File: src/rtl/count_monitor.sv
// rtl/count_monitor.sv - receive-side checker for a free-running mod-2**WIDTH up-counter stream
// Optional: define COUNT_MONITOR_HOLD_EN to accept a repeated sample as a legal hold.
module count_monitor #(
  parameter int WIDTH    = 4,
  parameter int LOCK_CNT = 4,
  parameter int ERR_W    = 8
) (
  input  logic             CLK,
  input  logic             RST,
  input  logic             VALID,
  input  logic [WIDTH-1:0] Q,
  output logic             LOCKED,
  output logic             ERR,
  output logic [ERR_W-1:0] ERR_COUNT,
  output logic [WIDTH-1:0] EXPECTED
);

  localparam int RUN_W = (LOCK_CNT < 2) ? 1 : $clog2(LOCK_CNT + 1);
  localparam logic [WIDTH-1:0] ONE      = WIDTH'(1);
  localparam logic [RUN_W:0]   LOCK_TGT = (RUN_W + 1)'(LOCK_CNT);

  typedef enum logic {
    ST_ACQ,
    ST_LOCK
  } state_t;

  state_t           state;
  logic             has_prev;
  logic [RUN_W-1:0] run;

  logic           match;
  logic           hold_hit;
  logic [RUN_W:0] run_next;

  always_comb begin
    match    = has_prev && (Q == EXPECTED);
    run_next = {1'b0, run} + (RUN_W + 1)'(1);
`ifdef COUNT_MONITOR_HOLD_EN
    // A repeat of the last sample means the source is stalled, not broken.
    hold_hit = has_prev && (Q == (EXPECTED - ONE));
`else
    hold_hit = 1'b0;
`endif
  end

  always_ff @(posedge CLK) begin
    if (RST) begin
      state     <= ST_ACQ;
      has_prev  <= 1'b0;
      run       <= '0;
      LOCKED    <= 1'b0;
      ERR       <= 1'b0;
      ERR_COUNT <= '0;
      EXPECTED  <= '0;
    end else begin
      ERR <= 1'b0;
      if (VALID && !hold_hit) begin
        EXPECTED <= Q + ONE;
        has_prev <= 1'b1;
        case (state)
          ST_ACQ: begin
            if (!has_prev) begin
              run <= '0;
            end else if (match) begin
              if (run_next == LOCK_TGT) begin
                state  <= ST_LOCK;
                LOCKED <= 1'b1;
                run    <= '0;
              end else begin
                run <= run_next[RUN_W-1:0];
              end
            end else begin
              run <= '0;
            end
          end
          ST_LOCK: begin
            if (!match) begin
              // The breaking sample seeds EXPECTED so re-acquisition starts from it.
              ERR    <= 1'b1;
              state  <= ST_ACQ;
              LOCKED <= 1'b0;
              run    <= '0;
              if (!(&ERR_COUNT)) begin
                ERR_COUNT <= ERR_COUNT + ERR_W'(1);
              end
            end
          end
          default: begin
            state  <= ST_ACQ;
            LOCKED <= 1'b0;
            run    <= '0;
          end
        endcase
      end
    end
  end

endmodule

File: config.mk
export PLATFORM = sky130hd
export DESIGN_NAME = count_monitor
export DESIGN_NICKNAME = d
export VERILOG_FILES = /design/src/rtl/count_monitor.sv
export SDC_FILE = /design/constraint.sdc
export NUM_CORES = 1
export LEC_CHECK = 0
export ABC_AREA = 1
export CORE_ASPECT_RATIO = 1.4
export CORE_UTILIZATION = 50
export DETAILED_ROUTE_END_ITERATION = 7
export GPL_TIMING_DRIVEN = 0
export PLACE_DENSITY = 0.77
export SLEW_MARGIN = 20
export SYNTH_ARGS = -nofsm -noshare
export SYNTH_HDL_FRONTEND = slang
export SYNTH_SLANG_ARGS = --single-unit
export TNS_END_PERCENT = 1
File: constraint.sdc
create_clock -name CLK -period 1.6 [get_ports CLK]
set_input_delay 0.16 -clock CLK [delete_from_list [all_inputs] [get_ports CLK]]
set_output_delay 0.16 -clock CLK [all_outputs]
set_load 0.02 [all_outputs]
### Word-level counts from Yosys, hierarchy flattened

Index checks and enable logic that the tools add are counted.

* bits in latches: 0
* register bits after elaboration: 19
* memories: 0
* memory bits (writable): 0
* output and inout bits: 14
* word-level logic and storage cells: 42
* ROM bits: 0
* input port bits: 7

* mux-type cells: 16
* $mul: 0
* $add $sub $neg: 3
* div/mod/pow operators: 0
* reduce and logical (&&, ||, !) cells: 6
* shift-type cells: 0
* bitwise logic cells: 4
* equality and inequality tests: 6
* order comparisons: 0

Operator list (number)
* $mux 3: 4
* $mux 1: 9
* $add 8x1->8 const B: 1
* $ne 2x2->1 const B: 4
* $reduce_and 8->1: 1
* $pmux 3 s2: 1
* $reduce_and 5->1: 1
* $add 3x1->4 const B: 1
* $add 4x1->4 const B: 1
* $eq 4x3->1 const B: 1
* $eq 4x4->1: 1
* $not 1->1: 4
* $pmux 1 s2: 2
* $reduce_and 4->1: 1
* $reduce_or 3->1: 1
* $reduce_and 2->1: 1
* $logic_and 1x1->1: 1

### Logic depth before layout (Yosys ltp)

Gate-level depths: netlist of the first run.

* depth after elaboration: 6
* depth in mapped cells: 9
* depth with buffers taken out: 9

### Least setup slack after synthesis of the first run

No wires, ideal clock.

* kind: register to register
* from: reg ERR_COUNT[1]
* to: reg ERR_COUNT[6]
* stages on the path, launching flop included: 8
* setup time: 70 ps
* data required time: 1530 ps
* arrival: 1395 ps
* clock period less this slack: 1465 ps
* setup slack: 135 ps
* buffers on the path: 0
* path through: dfxtp_1 > ha_1 > nand2_1 > nor2_4 > nand3_4 > nand3_4 > nand2_1 > a21oi_1

* cells in the longest elaborated chain, start to end: 3
* elaborated cells between the ends (all ways): 4
* classes of those cells: add/sub: 1; bitwise: 1; reduce/logical: 2

RTL lines
* start, declared: line 14 `output logic [ERR_W-1:0] ERR_COUNT,`
* start signal, assigned: line 84 `ERR_COUNT <= ERR_COUNT + ERR_W'(1);`
* parallel branches: the longest is 3 deep, another holds $add 8x1->8

Several ways; the timed one is not identified.
A chain may end at the register's enable or synchronous reset.

### Worst setup path in the final report of the first run

* from: reg ERR_COUNT[3]
* to: out ERR_COUNT[3]

No word-level cell between the ends.

==> results.ini, run 1 <==
[power]
p_int_uw=631.5
powerDensity_mw_per_mm2=642.1
p_switching_uw=237.7
ir_drop_v=0.0004456
p_sw_share_pct=27.35
p_leak_uw=0.0005820
pwr-share-seq_pct=56.9
finalPower_uw=869.2
pwr-share-clk_pct=28.9
power_frac_comb_pct=14.2

[placement]
dp.cells=195
place_area_mm2=0.001321
port_buffers=19
dp_hpwl_mm=1.703
place_congestion=0.8217

[hold_path]
hold_depth=2
whs_endpoint=EXPECTED[0]
min_path_type=in2reg
hp-start=VALID

[clock_tree]
cts.sinks=19
cts_buffers=3
root_buffer=clkbuf_4
h-tree-depth=1
postCtsSetupBuffers=0
path_clk_slew_ns=0.12
clk_path_buf_depth=2
cts_tree=yes
worst_skew_pair.late_latency_ns=0.30
hold_buffers=0

[detailed_routing]
highest_layer=met4
final_antenna_net_count=0
viasPerCell=5.246
m1WireLength_um=957
initialDrtViolationCount=21
vias=1044
firstDrtPassIters=4
drc=0
routed-wl-met3_um=75
routedWlPerCell_um=11.32
wl_met2_mm=1.181
routed_wl_mm=2.253

[final_layout]
diodes=0
final_cell_area_mm2=0.001354
nets=190
fillers=194
syn2layout_area_growth_pct=22.54
mostFrequentLayoutCells=nand2_1, inv_1, clkdlybuf4s50_1, dfxtp_1, nor2_1
fin_cells=199
layout-drive-gt1-share_pct=10.67
final_common_cell=nand2_1
post-route-util_pct=67.00

[setup_path]
r2r-start=ERR_COUNT[0]
start_kind=flop
r2r_end=ERR_COUNT[4]
critical_path_buf_inv_count=1
cp.required_ns=1.44
crit_chain=clkdlybuf4s50_1
max_stage_delay_ns=0.64
crit_slowest_cell=clkdlybuf4s50_1
crit_family=buffers and inverters
cp.arrival_ns=1.37
rr_worst_depth=7
cp_max_fo=6
cp-end-kind=output pin
crit_type=reg2out
rrSetupSlack_ns=0.17

[grt]
grt_max_degree=12
grt_pass1_wl_mm=4.002
grt_antenna_before_repair=0
grtUsageTotal_pct=21.26
grt_pass1_vias=1033
grt-ovfl-total=0

[die]
fp.dieArea_mm2=0.002404
io-pin-count=21
fp.coreArea_mm2=0.002021
die_y_um=57.62
row_count=19
initial_core_util_pct=54.67
dieWidth_um=41.73

[synthesis]
yosys.area_share.simple_pct=36.58
synth_top_family_by_area=simple AND/OR/NAND/NOR gates
synthAdderAreaFrac_pct=4.530
yosysWarnings=0
syn_avg_cell_area_um2=7.128
synth_fp_nets=166
synth_compound_area_share_pct=9.853
seq_area_frac_synth_pct=34.43
synth_seq_cells=19
synthMuxAreaShare_pct=0
syn_inst=155
yosys.area_share.xor_xnor_pct=5.549
ys_types=22
synth_area_mm2=0.001105

[timing]
rsz0062_at_grt=no
setup_violations=0
hold_viol=0
clock_skew_ns=0.007164
worst_pin_slew_ns=0.2731
max_freq_mhz=652.7
min_period_over_period_pct=95.76
relSlewSlack_pct=81.66
period_needed_ns=1.532
timing_max_transition_violations_final=0

[run]
drv_cap=0

[status]
status=complete, no violations

## cell usage after synthesis (all sizes together)
cell	count	area, um^2
nand2	38	142.6
dfxtp	19	380.4
inv	19	71.31
nor2	17	81.33
nand3	16	117.6
a21oi	13	65.06
nand4	8	50.05
o21ai	8	43.79
buf	4	28.78
ha	4	50.05
xnor2	4	35.03
xor2	3	26.28
and3	1	6.260
nand2b	1	6.260
## stage by stage
| stage | setup TNS [ns] | worst slack, ns | hold WS [ns] |
|---|---|---|---|
| 2_1_floorplan | 0 | 0.1353 | 0.2545 |
| 3_3_place_gp | 0 | 0.003333 | 0.4597 |
| 3_5_place_dp | -0.009976 | -0.009976 | 0.4569 |
| 4_1_cts | 0 | 0.01263 | 0.1626 |
| 5_1_grt | 0 | 0.007230 | 0.1882 |
| 6_report | 0 | 0.06782 | 0.1693 |
## area by class of cell
cell class                      instances  area, um^2  share of cell area (%)
Multi-Input combinational cell        113       624.3                   46.12
Sequential cell                        19       384.1                   28.37
Timing Repair Buffer                   19       191.4                   14.14
Inverter                               19       71.32                   5.268
Buffer                                  4       28.78                   2.126
Tap cell                               21       26.28                   1.941
Clock buffer                            3       22.52                   1.664
Clock inverter                          1       5.005                  0.3697
## cell families (layout without fill, tap and decap cells)
kind of cell	after synthesis	after routing
AO/OA/AOI/OAI	21	21
adder cells (fa/ha/maj)	4	4
XOR/XNOR	7	7
AND/OR/NAND/NOR	81	81
buffers and inverters	23	46
flip-flops	19	19
## registers in the layout, summed over array words and instances (netlist names)
signal / flops
ERR_COUNT: 8
EXPECTED: 4
run: 3
ERR: 1
LOCKED: 1
has_prev: 1
state: 1
## worst max-delay path by stage
stage | start | end | slack (ns) | cells past startpoint
global placement | Q[0] | run[1] | 0.003 | 10
finish | ERR_COUNT[3] | ERR_COUNT[3] | 0.07 | 1
CTS | ERR_COUNT[2] | ERR_COUNT[2] | 0.01 | 1
detailed placement | Q[0] | run[1] | -0.01 | 10
floorplan | ERR_COUNT[1] | ERR_COUNT[6] | 0.14 | 7
global route | ERR_COUNT[5] | ERR_COUNT[5] | 0.007 | 1
## routing by layer
metal	global-route usage [%]	vias up
met3	1.869	4
met5	0	-
met2	40.18	25
met4	11.52	0
met1	22.88	466
li1	-	549
## power by group through the flow
stage | Combinational [uW] | Clock [uW] | Sequential [uW]
global placement | 121 | 0 | 505
CTS | 124 | 258 | 495
finish | 123 | 251 | 495
global route | 138 | 277 | 497
detailed placement | 123 | 0 | 506
floorplan | 68.8 | 0 | 514
## what timing repair did
| item | 4_1_cts | 5_1_grt |
|---|---|---|
| setup endpoints to repair | 1 | 5 |
| resized for setup | 1 | 4 |
| pin swaps | 0 | 0 |
No activity file was read; power rests on OpenSTA's default activity.
==> inputs of run 2 (changes only) <==
- ABC_AREA: 1 -> unset
- CORE_ASPECT_RATIO: 1.4 -> unset
- CORE_UTILIZATION: 50 -> 48
- PLACE_DENSITY: 0.77 -> 0.76
==> run 2 against run 1 <==
Effect of this change: via count down 14%; largest cell class unchanged; synthesized area down 14%; clock-buffer cell count up 1.
==> results.ini, run 2 <==
[clock_tree]
path_clk_slew_ns=0.11  ; about the same
root_buffer=clkbuf_4
worst_skew_pair.late_latency_ns=0.30  ; about the same
clk_path_buf_depth=2  ; unchanged
cts_buffers=3  ; unchanged
cts_tree=yes
cts.sinks=19  ; unchanged
h-tree-depth=1  ; unchanged
hold_buffers=0  ; unchanged

[die]
fp.dieArea_mm2=0.002171  ; -9.7%
dieWidth_um=46.60  ; +12%
die_y_um=46.60  ; -19%
initial_core_util_pct=52.99  ; -1.7 points
fp.coreArea_mm2=0.001802  ; -11%
io-pin-count=21  ; unchanged
row_count=15  ; -4

[hold_path]
min_path_type=reg2reg
hold_depth=2  ; unchanged

[grt]
use_met1_pct=25.48  ; +2.6 points
use_met3_pct=5.490  ; +3.6 points
grt_busiest_layer=met2
grt_max_degree=11  ; -1
grt_antenna_before_repair=0  ; unchanged
use_met2_pct=38.33  ; -1.8 points
grt-ovfl-total=0  ; unchanged
grt_pass1_wl_mm=3.353  ; -16%
grt_pass1_vias=789  ; -24%
grtUsageTotal_pct=22.26  ; +1.0 points

[detailed_routing]
drc=0  ; unchanged
routedWlPerCell_um=13.87  ; +23%
vias=896  ; -14%
initialDrtViolationCount=16  ; -24%
routed_wl_mm=2.206  ; -2.1%
viasPerCell=5.635  ; +7.4%
firstDrtPassIters=4  ; unchanged
final_antenna_net_count=0  ; unchanged

[status]
status=complete, no violations

[timing]
timing_max_transition_violations_final=0  ; unchanged
worst_pin_slew_ns=0.5108  ; +0.2377 ns
relSlewSlack_pct=65.95  ; -16 points
rsz0062_at_grt=yes
tns_ns=0  ; unchanged
clock_skew_ns=0.0007252  ; -0.006439 ns
setup_violations=0  ; unchanged
min_period_over_period_pct=98.59  ; +2.8 points
period_needed_ns=1.577  ; +0.04526 ns
hold_viol=0  ; unchanged
max_freq_mhz=633.9  ; -2.9%

[placement]
dp_hpwl_mm=1.547  ; -9.2%
dp.cells=155  ; -21%
port_buffers=20  ; +1
place_congestion=0.7798  ; -5.1%
place_area_mm2=0.001189  ; -10%

[synthesis]
syn_avg_cell_area_um2=8.679  ; +22%
synth_fp_nets=121  ; -27%
synth_seq_cells=19  ; unchanged
synth_edf_count=0  ; unchanged
yosys.area.top_type=dfxtp_1
yosysMostFrequentCell=dfxtp_1
synth_area_leaders=dfxtp_1, a21oi_1, ha_1
seq_area_frac_synth_pct=39.84  ; +5.4 points
synth-main-ff-cell=dfxtp_1
synth_area_um2=954.7  ; -14%
synth_top_area_share_pct=39.84  ; +5.4 points
synthTopCellsByCount=dfxtp_1, nor2_1, a21oi_1
async_flop_share_pct=0  ; unchanged
yosysWarnings=0  ; unchanged
ys_types=32  ; +45%
syn_inst=110  ; -29%

[final_layout]
largest_reg_flops=8  ; unchanged
multiInputGateArea_um2=590.6  ; -5.4%
syn2layout_area_growth_pct=33.42
fin_cells=159  ; -20%
final_common_cell=clkdlybuf4s50_1
nets=146  ; -23%
final_cell_area_mm2=0.001274  ; -5.9%
fillers=160  ; -18%
diodes=0  ; unchanged
layout-drive-gt1-share_pct=17.91  ; +7.2 points
seqCellArea_um2=394.1  ; +2.6%
top_regs=ERR_COUNT: 8 flops, EXPECTED: 4 flops, run: 3 flops
mostFrequentLayoutCells=clkdlybuf4s50_1, nor2_1, dfxtp_1, a21oi_1, dfxtp_2
largest_register=ERR_COUNT

[setup_path]
crit_type=reg2reg
cp-end-kind=flop
rr_worst_depth=6  ; -1
cp_max_fo=10  ; +4
cp.required_ns=1.84  ; +0.40 ns
start_kind=flop
cp.arrival_ns=1.81  ; +0.44 ns

[power]
p_leak_uw=0.0004526  ; -22%
powerDensity_mw_per_mm2=661.9  ; +3.1%
ir_drop_v=0.0004996  ; +12%

[run]
drv_cap=0  ; unchanged

-- run 2: cell count changes after synthesis, sizes merged, moves of 4 or more --
cell	before	now
inv	19	1
nand2	38	7
nand4	8	1
nand3	16	7
nor2b	0	5
nor2	17	13
-- run 2: cell families after synthesis --
| group | after synthesis | share of synthesized area [%] |
|---|---|---|
| adders and majority gates | 4 | 5.243 |
| and+or+nand+nor | 46 | 25.30 |
| buffers and inverters | 5 | 2.752 |
| AOI/OAI and AO/OA | 26 | 17.17 |
| xor gates and xnor gates | 7 | 6.422 |
| muxes | 3 | 3.277 |
| DFF | 19 | 39.84 |
-- run 2: metal layers --
| metal | up-vias | wire, um | share of wire (%) |
|---|---|---|---|
| met2 | 32 | 1107 | 50 |
| li1 | 448 | - | - |
| met5 | - | 0 | 0 |
| met3 | 2 | 117 | 5.3 |
| met4 | 0 | 17 | 0.77 |
| met1 | 414 | 963 | 44 |
-- run 2: cell type report --
type	count	share of cell area, %
multi-input combinational	86	46.37
clock buffer	4	2.063
buffer	4	1.768
sequential	19	30.94
inverter	1	0.2947
timing repair buffer	20	16.11
tap	25	2.456
-- run 2: final timing paths --
| kind | start | end | slack [ns] |
|---|---|---|---|
| hold reg to reg | LOCKED | LOCKED | 0.48 |
| setup reg to reg | ERR_COUNT[6] | ERR_COUNT[3] | 0.02 |
| hold / removal | LOCKED | LOCKED | 0.48 |
| setup / recovery | ERR_COUNT[6] | ERR_COUNT[3] | 0.02 |
-- run 2: power breakdown --
part | total, uW | switching, uW | internal, uW | leakage, uW
clock network | 252 | 155 | 97.2 | 0.0000150
logic | 101 | 52.6 | 48.9 | 0.000278
registers | 489 | 8.62 | 481 | 0.000159
total | 843 | 216 | 627 | 0.000453
-- run 2: timing repair --
action | 4_1_cts | 5_1_grt
gates resized for setup | 4 | 15
cloned | 0 | 0
endpoints found under the setup margin | 2 | 9
setup buffers | 0 | 0
pin swaps | 0 | 0
-- run 2: worst max-delay path: stages, from the launching register on --
cell and delay [ns]:
dfxtp_2 0.35, and4_4 0.21, a41oi_2 0.20, o21ai_2 0.10, buf_6 0.15, or3_1 0.36, a21oi_2 0.14
-- run 2: stage by stage --
| stage | util (%) | setup WS (ns) | total power [uW] | hold slack, ns |
|---|---|---|---|---|
| floorplan | - | 0.01185 | 554.8 | 0.2594 |
| global placement | 65.97 | -0.4540 | 598.3 | 0.4648 |
| detailed placement | 65.97 | -0.4543 | 602.0 | 0.4728 |
| CTS | 68.61 | -0.01136 | 847.3 | 0.4882 |
| global route | 70.69 | -0.02862 | 891.1 | 0.5192 |
| finish | 70.69 | 0.02256 | 843.0 | 0.4827 |
